`src/rtl/audio_fifo_pkg.sv`:
```
// Shared register map, bit positions and constants for the audio sample FIFO.
package audio_fifo_pkg;

  localparam logic [23:0] OFF_DATA   = 24'h00_0000;
  localparam logic [23:0] OFF_STATUS = 24'h00_0004;
  localparam logic [23:0] OFF_CTRL   = 24'h00_0008;

  localparam int ST_EMPTY = 16;
  localparam int ST_FULL  = 17;
  localparam int ST_OVF   = 18;
  localparam int ST_UDR   = 19;

  localparam int CTRL_EN  = 0;
  localparam int CTRL_CLR = 1;
  localparam int CTRL_IRQ = 2;

  localparam logic [11:0] MIDSCALE = 12'h800;

  typedef enum logic [1:0] {
    REG_DATA,
    REG_STATUS,
    REG_CTRL,
    REG_NONE
  } reg_sel_e;

  function automatic reg_sel_e decode_reg(input logic [23:0] off);
    case (off)
      OFF_DATA:   return REG_DATA;
      OFF_STATUS: return REG_STATUS;
      OFF_CTRL:   return REG_CTRL;
      default:    return REG_NONE;
    endcase
  endfunction

endpackage

```
`src/rtl/sync_fifo.sv`:
```
// Power-of-two synchronous FIFO with flush; head word is always visible on rdata.
module sync_fifo #(
  parameter  int DW    = 12,
  parameter  int DEPTH = 16,
  localparam int AW    = $clog2(DEPTH),
  localparam int CW    = AW + 1
) (
  input  logic          clk,
  input  logic          resetn,
  input  logic          push,
  input  logic          pop,
  input  logic          flush,
  input  logic [DW-1:0] wdata,
  output logic [DW-1:0] rdata,
  output logic          full,
  output logic          empty,
  output logic [CW-1:0] count
);

  logic [DW-1:0] mem [DEPTH];
  logic [AW-1:0] wr_ptr;
  logic [AW-1:0] rd_ptr;
  logic          wr_en;
  logic          rd_en;

  assign full  = (count == CW'(DEPTH));
  assign empty = (count == '0);
  assign rdata = mem[rd_ptr];

  // A pop in the same cycle frees the slot a push into a full FIFO needs.
  assign rd_en = pop && !empty && !flush;
  assign wr_en = push && !flush && (!full || rd_en);

  always_ff @(posedge clk) begin
    if (wr_en) mem[wr_ptr] <= wdata;
  end

  always_ff @(posedge clk or negedge resetn) begin
    if (!resetn) begin
      wr_ptr <= '0;
      rd_ptr <= '0;
      count  <= '0;
    end else if (flush) begin
      wr_ptr <= '0;
      rd_ptr <= '0;
      count  <= '0;
    end else begin
      if (wr_en) wr_ptr <= wr_ptr + 1'b1;
      if (rd_en) rd_ptr <= rd_ptr + 1'b1;
      case ({wr_en, rd_en})
        2'b10:   count <= count + 1'b1;
        2'b01:   count <= count - 1'b1;
        default: count <= count;
      endcase
    end
  end

endmodule

```
`src/rtl/audio_sample_fifo.sv`:
```
// Memory-mapped sample FIFO feeding a DAC at a fixed sample rate.
// Build option AUDIO_FIFO_IRQ_EN adds CTRL[2] irq_enable and the low-water irq_low output.
module audio_sample_fifo
  import audio_fifo_pkg::*;
#(
  parameter logic [7:0] BASE       = 8'h04,
  parameter int         DEPTH      = 16,
  parameter int         SAMPLE_DIV = 2000,
  parameter int         IRQ_LEVEL  = DEPTH / 4
) (
  input  logic        clk,
  input  logic        resetn,
  input  logic        iomem_valid,
  output logic        iomem_ready,
  input  logic [3:0]  iomem_wstrb,
  input  logic [31:0] iomem_addr,
  input  logic [31:0] iomem_wdata,
  output logic [31:0] iomem_rdata,
  output logic [11:0] sample_out,
  output logic        irq_low
);

  localparam int AW = $clog2(DEPTH);
  localparam int CW = AW + 1;
  localparam int TW = $clog2(SAMPLE_DIV);

  reg_sel_e      rsel;
  logic          sel;
  logic          wr;
  logic          push;
  logic          ctrl_wr;
  logic          stat_wr;
  logic          flush;
  logic          tick;
  logic          pop;
  logic          enable;
  logic          irq_en;
  logic          overflow;
  logic          underrun;
  logic [TW-1:0] tick_cnt;
  logic [11:0]   head;
  logic          fifo_full;
  logic          fifo_empty;
  logic [CW-1:0] fifo_count;
  logic [31:0]   rd_val;
  logic          unused_wdata;

  assign sel     = iomem_valid && !iomem_ready && (iomem_addr[31:24] == BASE);
  assign wr      = |iomem_wstrb;
  assign rsel    = decode_reg(iomem_addr[23:0]);
  assign push    = sel && wr && (rsel == REG_DATA) && (iomem_wstrb[0] || iomem_wstrb[1]);
  assign ctrl_wr = sel && wr && (rsel == REG_CTRL);
  assign stat_wr = sel && wr && (rsel == REG_STATUS);
  assign flush   = ctrl_wr && iomem_wdata[CTRL_CLR];

  assign tick = enable && (tick_cnt == TW'(SAMPLE_DIV - 1));
  assign pop  = tick && !fifo_empty;

  assign unused_wdata = ^{iomem_wdata[31:20], iomem_wdata[17:12], iomem_wdata[2]};

  sync_fifo #(
    .DW    (12),
    .DEPTH (DEPTH)
  ) u_fifo (
    .clk   (clk),
    .resetn(resetn),
    .push  (push),
    .pop   (pop),
    .flush (flush),
    .wdata (iomem_wdata[11:0]),
    .rdata (head),
    .full  (fifo_full),
    .empty (fifo_empty),
    .count (fifo_count)
  );

  always_comb begin
    rd_val = '0;
    case (rsel)
      REG_STATUS: begin
        rd_val[8:0]     = 9'(fifo_count);
        rd_val[ST_EMPTY] = fifo_empty;
        rd_val[ST_FULL]  = fifo_full;
        rd_val[ST_OVF]   = overflow;
        rd_val[ST_UDR]   = underrun;
      end
      REG_CTRL: begin
        rd_val[CTRL_EN]  = enable;
        rd_val[CTRL_IRQ] = irq_en;
      end
      default: rd_val = '0;
    endcase
  end

  always_ff @(posedge clk or negedge resetn) begin
    if (!resetn) begin
      iomem_ready <= 1'b0;
      iomem_rdata <= '0;
      enable      <= 1'b0;
      tick_cnt    <= '0;
      overflow    <= 1'b0;
      underrun    <= 1'b0;
      sample_out  <= MIDSCALE;
    end else begin
      iomem_ready <= sel;
      iomem_rdata <= (sel && !wr) ? rd_val : '0;
      if (ctrl_wr) enable <= iomem_wdata[CTRL_EN];
      if (!enable || tick) tick_cnt <= '0;
      else                 tick_cnt <= tick_cnt + 1'b1;
      // A flag event in the same cycle as its clear wins.
      overflow <= (push && fifo_full && !pop) || (overflow && !(stat_wr && iomem_wdata[ST_OVF]));
      underrun <= (tick && fifo_empty) || (underrun && !(stat_wr && iomem_wdata[ST_UDR]));
      if (flush)    sample_out <= MIDSCALE;
      else if (pop) sample_out <= head;
    end
  end

`ifdef AUDIO_FIFO_IRQ_EN
  always_ff @(posedge clk or negedge resetn) begin
    if (!resetn) begin
      irq_en  <= 1'b0;
      irq_low <= 1'b0;
    end else begin
      if (ctrl_wr) irq_en <= iomem_wdata[CTRL_IRQ];
      irq_low <= irq_en && enable && (fifo_count <= CW'(IRQ_LEVEL));
    end
  end
`else
  assign irq_en  = 1'b0;
  assign irq_low = 1'b0;
`endif

endmodule

```
`config.mk`:
```
export PLATFORM = sky130hd
export DESIGN_NAME = audio_sample_fifo
export DESIGN_NICKNAME = d
export VERILOG_FILES = /design/src/rtl/audio_fifo_pkg.sv /design/src/rtl/sync_fifo.sv /design/src/rtl/audio_sample_fifo.sv
export SDC_FILE = /design/constraint.sdc
export NUM_CORES = 1
export LEC_CHECK = 0
export CORE_MARGIN = 5
export CORE_UTILIZATION = 60
export DETAILED_ROUTE_END_ITERATION = 6
export PLACE_DENSITY_LB_ADDON = 0.2
export SLEW_MARGIN = 20
export SYNTH_ARGS = -nofsm -noshare
export SYNTH_HDL_FRONTEND = slang
export SYNTH_SLANG_ARGS = --single-unit
```
`constraint.sdc`:
```
create_clock -name clk -period 11.6 [get_ports clk]
set_clock_uncertainty 0.15 [all_clocks]
set_input_delay 2.32 -clock clk [delete_from_list [all_inputs] [get_ports clk]]
set_output_delay 2.32 -clock clk [all_outputs]
set_load 0.01 [all_outputs]
```
Yosys cells after proc, flatten, opt, wreduce, memory -nomap -nowiden
Memories as Yosys holds them, arrays and structs flattened.
Cells that the tools add are included.
Widths: inputs -> output; s select.
{ "totals": {"register_bits": 60, "mem_bits_rw": 192, "in_bits": 71, "out_inout_bits": 46, "mem_count": 1} }
{ "mem_list": {"columns": ["memory", "words", "width", "rd", "rd_ports_with_merged_regs", "write_ports", "line_no", "text"], "rows": [
  ["u_fifo.mem", 16, 12, 1, 0, 1, "sync_fifo.sv:20", "logic [DW-1:0] mem [DEPTH];"]
]} }
{ "classes": {"add_sub_neg": 5, "n_eq_ne": 9, "mux": 18, "n_reduce_logical": 44} }
{ "op_table": {"columns": ["operator", "n"], "rows": [
  ["$eq 24x3->1 const B", 1],
  ["$eq 24x4->1 const B", 1],
  ["$logic_not 24->1", 1],
  ["$mux 12", 2],
  ["$logic_and 1x1->1", 22],
  ["$mux 20", 1],
  ["$mux 4", 5],
  ["$add 11x1->11 const B", 1],
  ["$eq 11x11->1 const B", 1],
  ["$mux 11", 1],
  ["$pmux 5 s2", 1],
  ["$logic_not 1->1", 9],
  ["$add 4x1->4 const B", 2],
  ["$eq 8x3->1 const B", 1],
  ["$pmux 2 s3", 1],
  ["$reduce_bool 2->1", 3],
  ["$add 5x1->5 const B", 1],
  ["$eq 5x5->1 const B", 1],
  ["$logic_not 5->1", 1],
  ["$logic_or 1x1->1", 5],
  ["$mux 5", 1],
  ["$sub 5x1->5 const B", 1],
  ["$eq 2x1->1 const B", 2],
  ["$eq 2x2->1 const B", 2],
  ["other kinds (6)", 9]
]} }

Depth between registers and ports, before layout
Gate-level depths: netlist of the first run.
{ "depth": {"word_depth": 13, "ltp_mapped": 17} }

Modules after synthesis
A second synthesis of the first run with hierarchy kept.
{ "unflattened": {"hier_cells": 653, "hier_area_um2": 10168.5} }
{ "modules_own_cells": {"columns": ["mod", "n_inst", "cells_per_inst", "area_each_um2", "seq_area_each_um2"], "rows": [
  ["sync_fifo", 1, 478, 8298.0, 6090.8],
  ["audio_sample_fifo", 1, 175, 1870.5, 902.1]
]} }

Worst setup path after synthesis of the first run
OpenSTA, ideal clock, no wires.
{ "synth_path": {"kind": "in2reg", "start": "input iomem_addr[6]", "end": "memory u_fifo.mem[14][0], enable pin", "setup_ns": 0.412, "arrival_ns": 5.372, "required_ns": 11.038, "setup_slack_ns": 5.665, "stages": 11, "cell_sequence": "nor4_1 -> and4_1 -> nand2_1 -> nor3b_1 -> inv_1 -> ha_1 -> nor2_1 -> o211a_1 -> o211ai_4 -> clkbuf_1 -> nor4_1"} }
{ "synth_via": {"elab_chain_len": 11, "word_cells_on_any_way": 17, "classes_between": "3 x eq/ne; 3 x mux; 11 x reduce/logical"} }
{ "synth_lines": {"columns": ["element", "line_no", "text"], "rows": [
  ["from (decl)", "audio_sample_fifo.sv:16", "input logic [31:0] iomem_addr,"],
  ["$eq 24x4->1 (tied with other cells)", "audio_fifo_pkg.sv:27", "case (off)"],
  ["$pmux 2 s3 *", "audio_fifo_pkg.sv:27", null],
  ["$eq 2x2->1", "audio_sample_fifo.sv:52", "assign ctrl_wr = sel && wr && (rsel == REG_CTRL);"],
  ["$logic_and 1x1->1", "audio_sample_fifo.sv:52", null],
  ["$logic_and 1x1->1", "audio_sample_fifo.sv:54", "assign flush = ctrl_wr && iomem_wdata[CTRL_CLR];"],
  ["$logic_not 1->1", "sync_fifo.sv:31, sync_fifo.sv:32", null],
  ["$logic_and 1x1->1", "sync_fifo.sv:31", "assign rd_en = pop && !empty && !flush;"],
  ["$logic_or 1x1->1", "sync_fifo.sv:32", "assign wr_en = push && !flush && (!full || rd_en);"],
  ["$logic_and 1x1->1 *", "sync_fifo.sv:32", null],
  ["$mux 1 *", "sync_fifo.sv:35", "if (wr_en) mem[wr_ptr] <= wdata;"],
  ["$mux 1 (implied by the code) *", "sync_fifo.sv:35", null],
  ["to (decl)", "sync_fifo.sv:20", null]
]} }
Every way passes the cells marked *; elsewhere a longest branch is shown, timed or not.

Worst setup path in the final report of the first run
{ "layout_path": {"start": "input iomem_addr[4]", "end": "memory u_fifo.mem[8][9], enable pin"} }
The elaborated chain is that of the path after synthesis.

==> out/qor.yml, run 1 <==
global_route:
  grt.overflow.total: 0
  grt_use_total_pct: 21.9
  grt_pass1_vias: 5703
  grt_max_degree: 50
  grt_pass1_wl_mm: 33.0
  antenna_found_initial: 0
sta:
  relSlewSlack_pct: 23.8
  max_freq_ghz: 0.166
  finalCritPeriodShare_pct: 52.0
  worst_pin_slew_ns: 1.13
  rsz0062_at_grt: "no"
  setup-violations-final: 0
  final-hold-violation-count: 0
  tns_ns: 0
  drv_slew: 0
  min_period_ns: 6.03
synthesis:
  syn-instance-count: 634
  avgSynthCellArea_um2: 15.9
  ys_warn_count: 0
  yosysTopAreaCell: "edfxtp_1"
  ys_top_cells_by_area: "edfxtp_1 57%, dfrtp_1 12%, mux4_2 8.0%"
  synth_top_area_share_pct: 57.2
  synthTopCellsByCount: "192 x edfxtp_1, 48 x dfrtp_1, 40 x nand2_1, 36 x mux4_2"
  synth-seq-cells: 241
  synth_ff_type: "edfxtp_1"
  synth_edf_count: 192
  synth_most_common_cell: "edfxtp_1"
  ys_types: 48
  syn_area_mm2: 0.0101
  ys_seq_area_share_pct: 69.3
  synth-async-reset-ratio_pct: 20.3
cts:
  cts_resized: 0
  cts.sinks: 241
  clockBufferDepth: 3
  cts_hold_buf: 0
  cts_tree: "done"
  post_cts_buffers: 0
  cts_root_buf: "clkbuf_16"
  htreeDepth: 1
  clk_latency_ns: 0.52
  clkTransAtPathRegs_ns: 0.06
  cts_buffers: 24
critical_path:
  worst_setup_path_start_kind: "input port"
  worstPathMaxFanout: 19
  path_cells: "clkdlybuf4s50_1 -> nor4_1 -> and3_1 -> nand2_1 -> nor3b_1 -> inv_1 -> ha_1 -> nor2_1 -> o211a_1 -> o211ai_4 -> or3_1 -> nor2_1 -> buf_4"
  crit_top_cell: "nor2_1"
  required_ns: 11.67
  cp_slowest_cell: "nor2_1"
  r2r_slack_ns: 7.69
  crit_family: "simple AND/OR/NAND/NOR gates"
  slowest_delay_ns: 0.51
  crit_path_end_kind: "flip-flop"
  rr_endpoint: "u_fifo.mem[8][9]"
  cp_num_buf_inv: 3
  timing.rr.start: "iomem_ready"
  reg2regPathDepth: 8
  worst-setup-path-type: "in2reg"
  cp.arrival_ns: 6.10
floorplanning:
  initial_core_util_pct: 61.0
  fp.dieH_um: 140
  ios: 117
  core-area_mm2: 0.0165
  rows: 47
  die_area_mm2: 0.0195
  fp.dieW_um: 140
run:
  cap_viol_max_count: 0
pwr:
  cellLeakagePower_nw: 4.43
  p_sw_share_pct: 19.2
  intPower_mw: 1.36
  irDropWorstVdd_v: 0.000130
  p_switching_uw: 324
  pwr-share-comb_pct: 2.1
  power_frac_seq_pct: 55.5
  p_clk_share_pct: 42.4
  power-per-cell-area_mw_per_mm2: 142
routing:
  vias: 5848
  drt_iter0_drc: 525
  wl_per_cell_um: 22.2
  via_per_inst: 6.07
  first_pass_iters: 5
  ant_nets: 0
  wl_mm: 21.4
  drc: 0
placement:
  place_area_mm2: 0.0111
  hpwl_mm: 13.7
  finalWeightedCongestion: 0.833
  portBuffers: 74
run_status:
  outcome: "finished clean"
cells_and_area:
  drive_gt1_share_pct: 14.9
  nNetsFinal: 810
  fin_area_mm2: 0.0119
  antennaDiodeCount: 0
  syn2layout_area_growth_pct: 17.8
  n_fill_cell: 1037
min_path:
  min_to: "overflow"
  hold_path_depth: 2
  hold_start: "overflow"
  min_path_type: "reg2reg"
==> sequential cells by signal, indices dropped and copies added (netlist names) <==
name	flops
iomem_ready	1
overflow	1
enable	1
u_fifo.count	5
sample_out	12
underrun	1
tick_cnt	11
iomem_rdata	9
u_fifo.rd_ptr	4
u_fifo.mem	192
u_fifo.wr_ptr	4
==> cells in the final DEF, fill, tap and decap left out, types with 2 or more instances in the layout <==
master	instances
mux4_2	36
clkbuf_16	24
ha_1	12
nand2b_1	3
a211o_1	2
dfrtp_1	47
clkinv_8	2
o221ai_1	14
o22ai_1	9
xor2_1	5
inv_1	17
nor4_4	3
or4b_1	2
mux2i_1	28
nand2_1	40
clkbuf_1	9
or3_1	4
conb_1	24
a22oi_1	2
clkbuf_8	4
nand3_1	16
and2_1	10
xnor2_1	10
nor2_1	29
clkdlybuf4s50_1	73
nand4_1	8
a21o_1	4
mux2_2	5
clkinv_1	5
nor4_1	8
a21oi_1	29
nor3_1	3
o21ai_0	10
nor3b_1	2
and3_1	7
nor4_2	9
buf_4	20
and4_1	2
edfxtp_1	192
==> worst min-delay path, cell delays in order (launching register included) <==
cell	delay, ns
dfrtp_1	0.33
nand2_1	0.05
o21ai_0	0.06
==> power groups by stage <==
| stage | Combinational (mW) | Sequential (mW) | Clock (mW) |
|---|---|---|---|
| after floorplan | 0.0110 | 0.952 | 0 |
| after global placement | 0.0338 | 0.952 | 0 |
| after detailed placement | 0.0354 | 0.952 | 0 |
| after CTS | 0.0356 | 0.934 | 0.725 |
| after global routing | 0.0391 | 0.933 | 0.767 |
| final | 0.0357 | 0.934 | 0.714 |
==> cell families (layout without fill, tap and decap cells) <==
logic type                 count (synthesis)  count (layout)  share of synthesized area, %
buffers and inverters                     70             157                          3.72
and+or+nand+nor                          150             150                          7.60
muxes                                     69              69                          11.4
DFF                                      241             241                          69.3
other                                      1              24                        0.0372
adders and majority gates                 13              13                          1.69
xor gates and xnor gates                  15              15                          1.30
AOI/OAI and AO/OA                         75              75                          4.95
==> routing by layer <==
layer	routed length (um)	track usage (%)	share of wire [%]
met4	558	6.53	2.6
met2	10600	36.1	50
met5	0	0	0
met3	1520	3.98	7.1
met1	8720	30.4	41
==> stage by stage <==
| step | hold slack (ns) | std cells | total power [mW] | util (%) | setup slack, ns |
|---|---|---|---|---|---|
| 5_1_grt | 0.355 | 964 | 1.74 | 71.9 | 5.31 |
| 3_5_place_dp | 0.322 | 920 | 0.987 | 67.5 | 5.06 |
| 2_1_floorplan | 0.291 | 657 | 0.963 | - | 5.67 |
| 4_1_cts | 0.334 | 964 | 1.70 | 71.9 | 5.62 |
| 6_report | 0.328 | 964 | 1.68 | 71.9 | 5.57 |
| 3_3_place_gp | 0.313 | 920 | 0.986 | 67.3 | 5.15 |
==> final cells by class <==
type                    instances  area [um2]  share of cell area (%)
clock buffers                  37         689                    5.80
repair buffers                 94         886                    7.46
flip-flops and latches        241        7000                    58.9
multi-input cells             346        2910                    24.5
inverters                      19        83.8                   0.705
well taps                     220         275                    2.32
clock inverters                 7        45.0                   0.379
==> worst max-delay path by stage <==
stage / from / endpoint / slack [ns] / cells past startpoint
after floorplan: iomem_addr[6] / u_fifo.mem[14][0] / 5.67 / 11
after global placement: iomem_addr[6] / u_fifo.mem[15][7] / 5.15 / 12
after detailed placement: iomem_addr[6] / u_fifo.mem[14][8] / 5.06 / 12
after CTS: iomem_addr[6] / u_fifo.mem[14][7] / 5.62 / 12
after global routing: iomem_addr[6] / u_fifo.mem[11][5] / 5.31 / 13
final: iomem_addr[4] / u_fifo.mem[8][9] / 5.57 / 13
No activity file was read; power rests on OpenSTA's default activity.
==> inputs of run 2 (changes only) <==
Settings changed: CORE_UTILIZATION 60 to 51.
Clock period 11.6 ns to 5.08 ns, I/O delays scaled along.
==> run 2 against run 1 <==
  * Sequential power up 130%
  * Register-to-register slack worse by 6.3 ns
  * Total power is 130% higher
  * Clock power increased by 140%
  * Clock-buffer cell count down 2
  * Via count fell by 1.6%
  * Final cell count up 5.8%
  * Flip-flop and latch count stayed put
  * Design area rose by 1.1%
  * Routed wire length is 2.6% higher
  * Utilization shrank 10 points
==> out/qor.yml, run 2 (synthesis gave the netlist of run 1 again) <==
run_status:
  outcome: "finished clean"
routing:
  first_pass_iters: 4
  drt_iter0_drc: 343
  wl_per_cell_um: 21.5
  wl_mm: 22.0
  vias: 5756
  ant_nets: 0
  via_per_inst: 5.64
  drc: 0
min_path:
  hold_path_depth: 2
  min_to: "underrun"
  min_path_type: "reg2reg"
  hold_start: "underrun"
critical_path:
  worst_setup_path_start_kind: "input port"
  cp_num_buf_inv: 3
  required_ns: 5.37
  reg2regPathDepth: 13
  crit_path_end_kind: "flip-flop"
  worstPathMaxFanout: 5
  crit_family: "simple AND/OR/NAND/NOR gates"
  slowest_delay_ns: 0.40
  worst-setup-path-type: "in2reg"
  path_cells: "clkdlybuf4s50_1 -> nor4_1 -> and3_1 -> nand2_1 -> nor3b_1 -> inv_1 -> ha_1 -> nor2_1 -> o211a_1 -> nor3_1 -> nand2_1 -> inv_1 -> ha_1 -> a21o_1 -> a21oi_1 -> a2111o_1 -> a21o_1 -> a21oi_1"
  cp_slowest_cell: "clkdlybuf4s50_1"
  cp.arrival_ns: 4.68
  timing.rr.start: "iomem_ready"
  rr_endpoint: "u_fifo.count[4]"
  r2r_slack_ns: 1.44
cts:
  cts.sinks: 241
  cts_tree: "done"
  post_cts_buffers: 0
  cts_hold_buf: 0
  clkTransAtPathRegs_ns: 0.06
  cts_buffers: 25
  clk_latency_ns: 0.53
  cts_root_buf: "clkbuf_16"
  clockBufferDepth: 3
  htreeDepth: 1
  cts_resized: 0
sta:
  final-hold-violation-count: 0
  min_period_ns: 4.39
  setup-violations-final: 0
  relSlewSlack_pct: 34.2
  tns_ns: 0
  fin_ws_ns: 0.695
  worst_pin_slew_ns: 0.988
  finalCritPeriodShare_pct: 86.3
  rsz0062_at_grt: "no"
  hold_ws_ns: 0.319
  drv_slew: 0
  max_freq_ghz: 0.228
cells_and_area:
  syn2layout_area_growth_pct: 19.1
  drive_gt1_share_pct: 16.6
  n_fill_cell: 1453
  top_regs: "u_fifo.mem (192), sample_out (12), tick_cnt (11)"
  antennaDiodeCount: 0
  post-route-util_pct: 61.7
  mostFrequentLayoutCell: "edfxtp_1"
  layout_common_cells: "192 x edfxtp_1, 73 x clkdlybuf4s50_1, 47 x dfrtp_1"
  largest_reg_flops: 192
  regMostFlops: "u_fifo.mem"
  nNetsFinal: 820
floorplanning:
  rows: 51
  initial_core_util_pct: 51.8
  fp.dieW_um: 151
  fp.dieH_um: 151
  die_area_mm2: 0.0227
  core-area_mm2: 0.0195
  ios: 117
pwr:
  irDropWorstVdd_v: 0.000272
  power_mw: 3.93
  cellLeakagePower_nw: 4.47
  power-per-cell-area_mw_per_mm2: 327
placement:
  portBuffers: 74
  hpwl_mm: 14.2
  finalWeightedCongestion: 0.834
  post-place-ws_ns: 0.154
global_route:
  grt_use_total_pct: 19.8
  grt_max_degree: 50
  grt.overflow.total: 0
  antenna_found_initial: 0
  grt_pass1_wl_mm: 34.0
  grt_pass1_vias: 5902
run:
  cap_viol_max_count: 0
run 2: cell count changes in the layout (fill, tap and decap cells not counted), sizes merged:
cell    change
buf         +9
inv         +1
clkinv      +2
clkbuf      -2
bufinv      +1
run 2: power by group:
group	total, mW	switching, mW	internal, mW
combinational	0.0804	0.0438	0.0366
clock	1.72	0.727	0.992
sequential	2.13	0.00000652	2.13
total	3.93	0.771	3.16
run 2: how the worst max path moves through the flow:
stage / startpoint / endpoint / slack (ns) / cells past startpoint
finish: iomem_addr[14] / u_fifo.count[4] / 0.69 / 18
global route: iomem_addr[14] / u_fifo.count[4] / 0.25 / 18
CTS: iomem_addr[14] / u_fifo.count[4] / 0.68 / 18
detailed placement: iomem_addr[14] / u_fifo.count[4] / 0.15 / 18
global placement: iomem_addr[6] / u_fifo.count[4] / 0.30 / 18
floorplan: iomem_addr[6] / u_fifo.mem[14][0] / 0.45 / 11
run 2: cell type report:
type	count	area, um2	share of cell area (%)
Sequential cell	241	7000	58.2
Multi-Input combinational cell	346	2880	24.0
Timing Repair Buffer	103	953	7.93
Clock buffer	35	683	5.69
Tap cell	265	332	2.76
Clock inverter	11	87.6	0.729
Inverter	19	83.8	0.698
run 2: per-stage QoR:
step	cells	cell area, um2
finish	1020	12000
global route	1020	12000
CTS	1020	12000
detailed placement	974	11200
global placement	974	11200
floorplan	657	10200
run 2: tightest hold or removal path, delay by kind of cell, from the launching register on:
family	cells	cell delay, ns
flip-flops	1	0.33
AND/OR/NAND/NOR	1	0.05
AO/OA/AOI/OAI	1	0.06
run 2: metal layers:
metal / track usage (%) / vias to the layer above / share of wire, %
li1: - / 2616 / -
met1: 25.9 / 2938 / 40
met2: 34.6 / 172 / 52
met3: 3.58 / 30 / 6.1
met4: 4.53 / 0 / 1.7
met5: 0 / - / 0
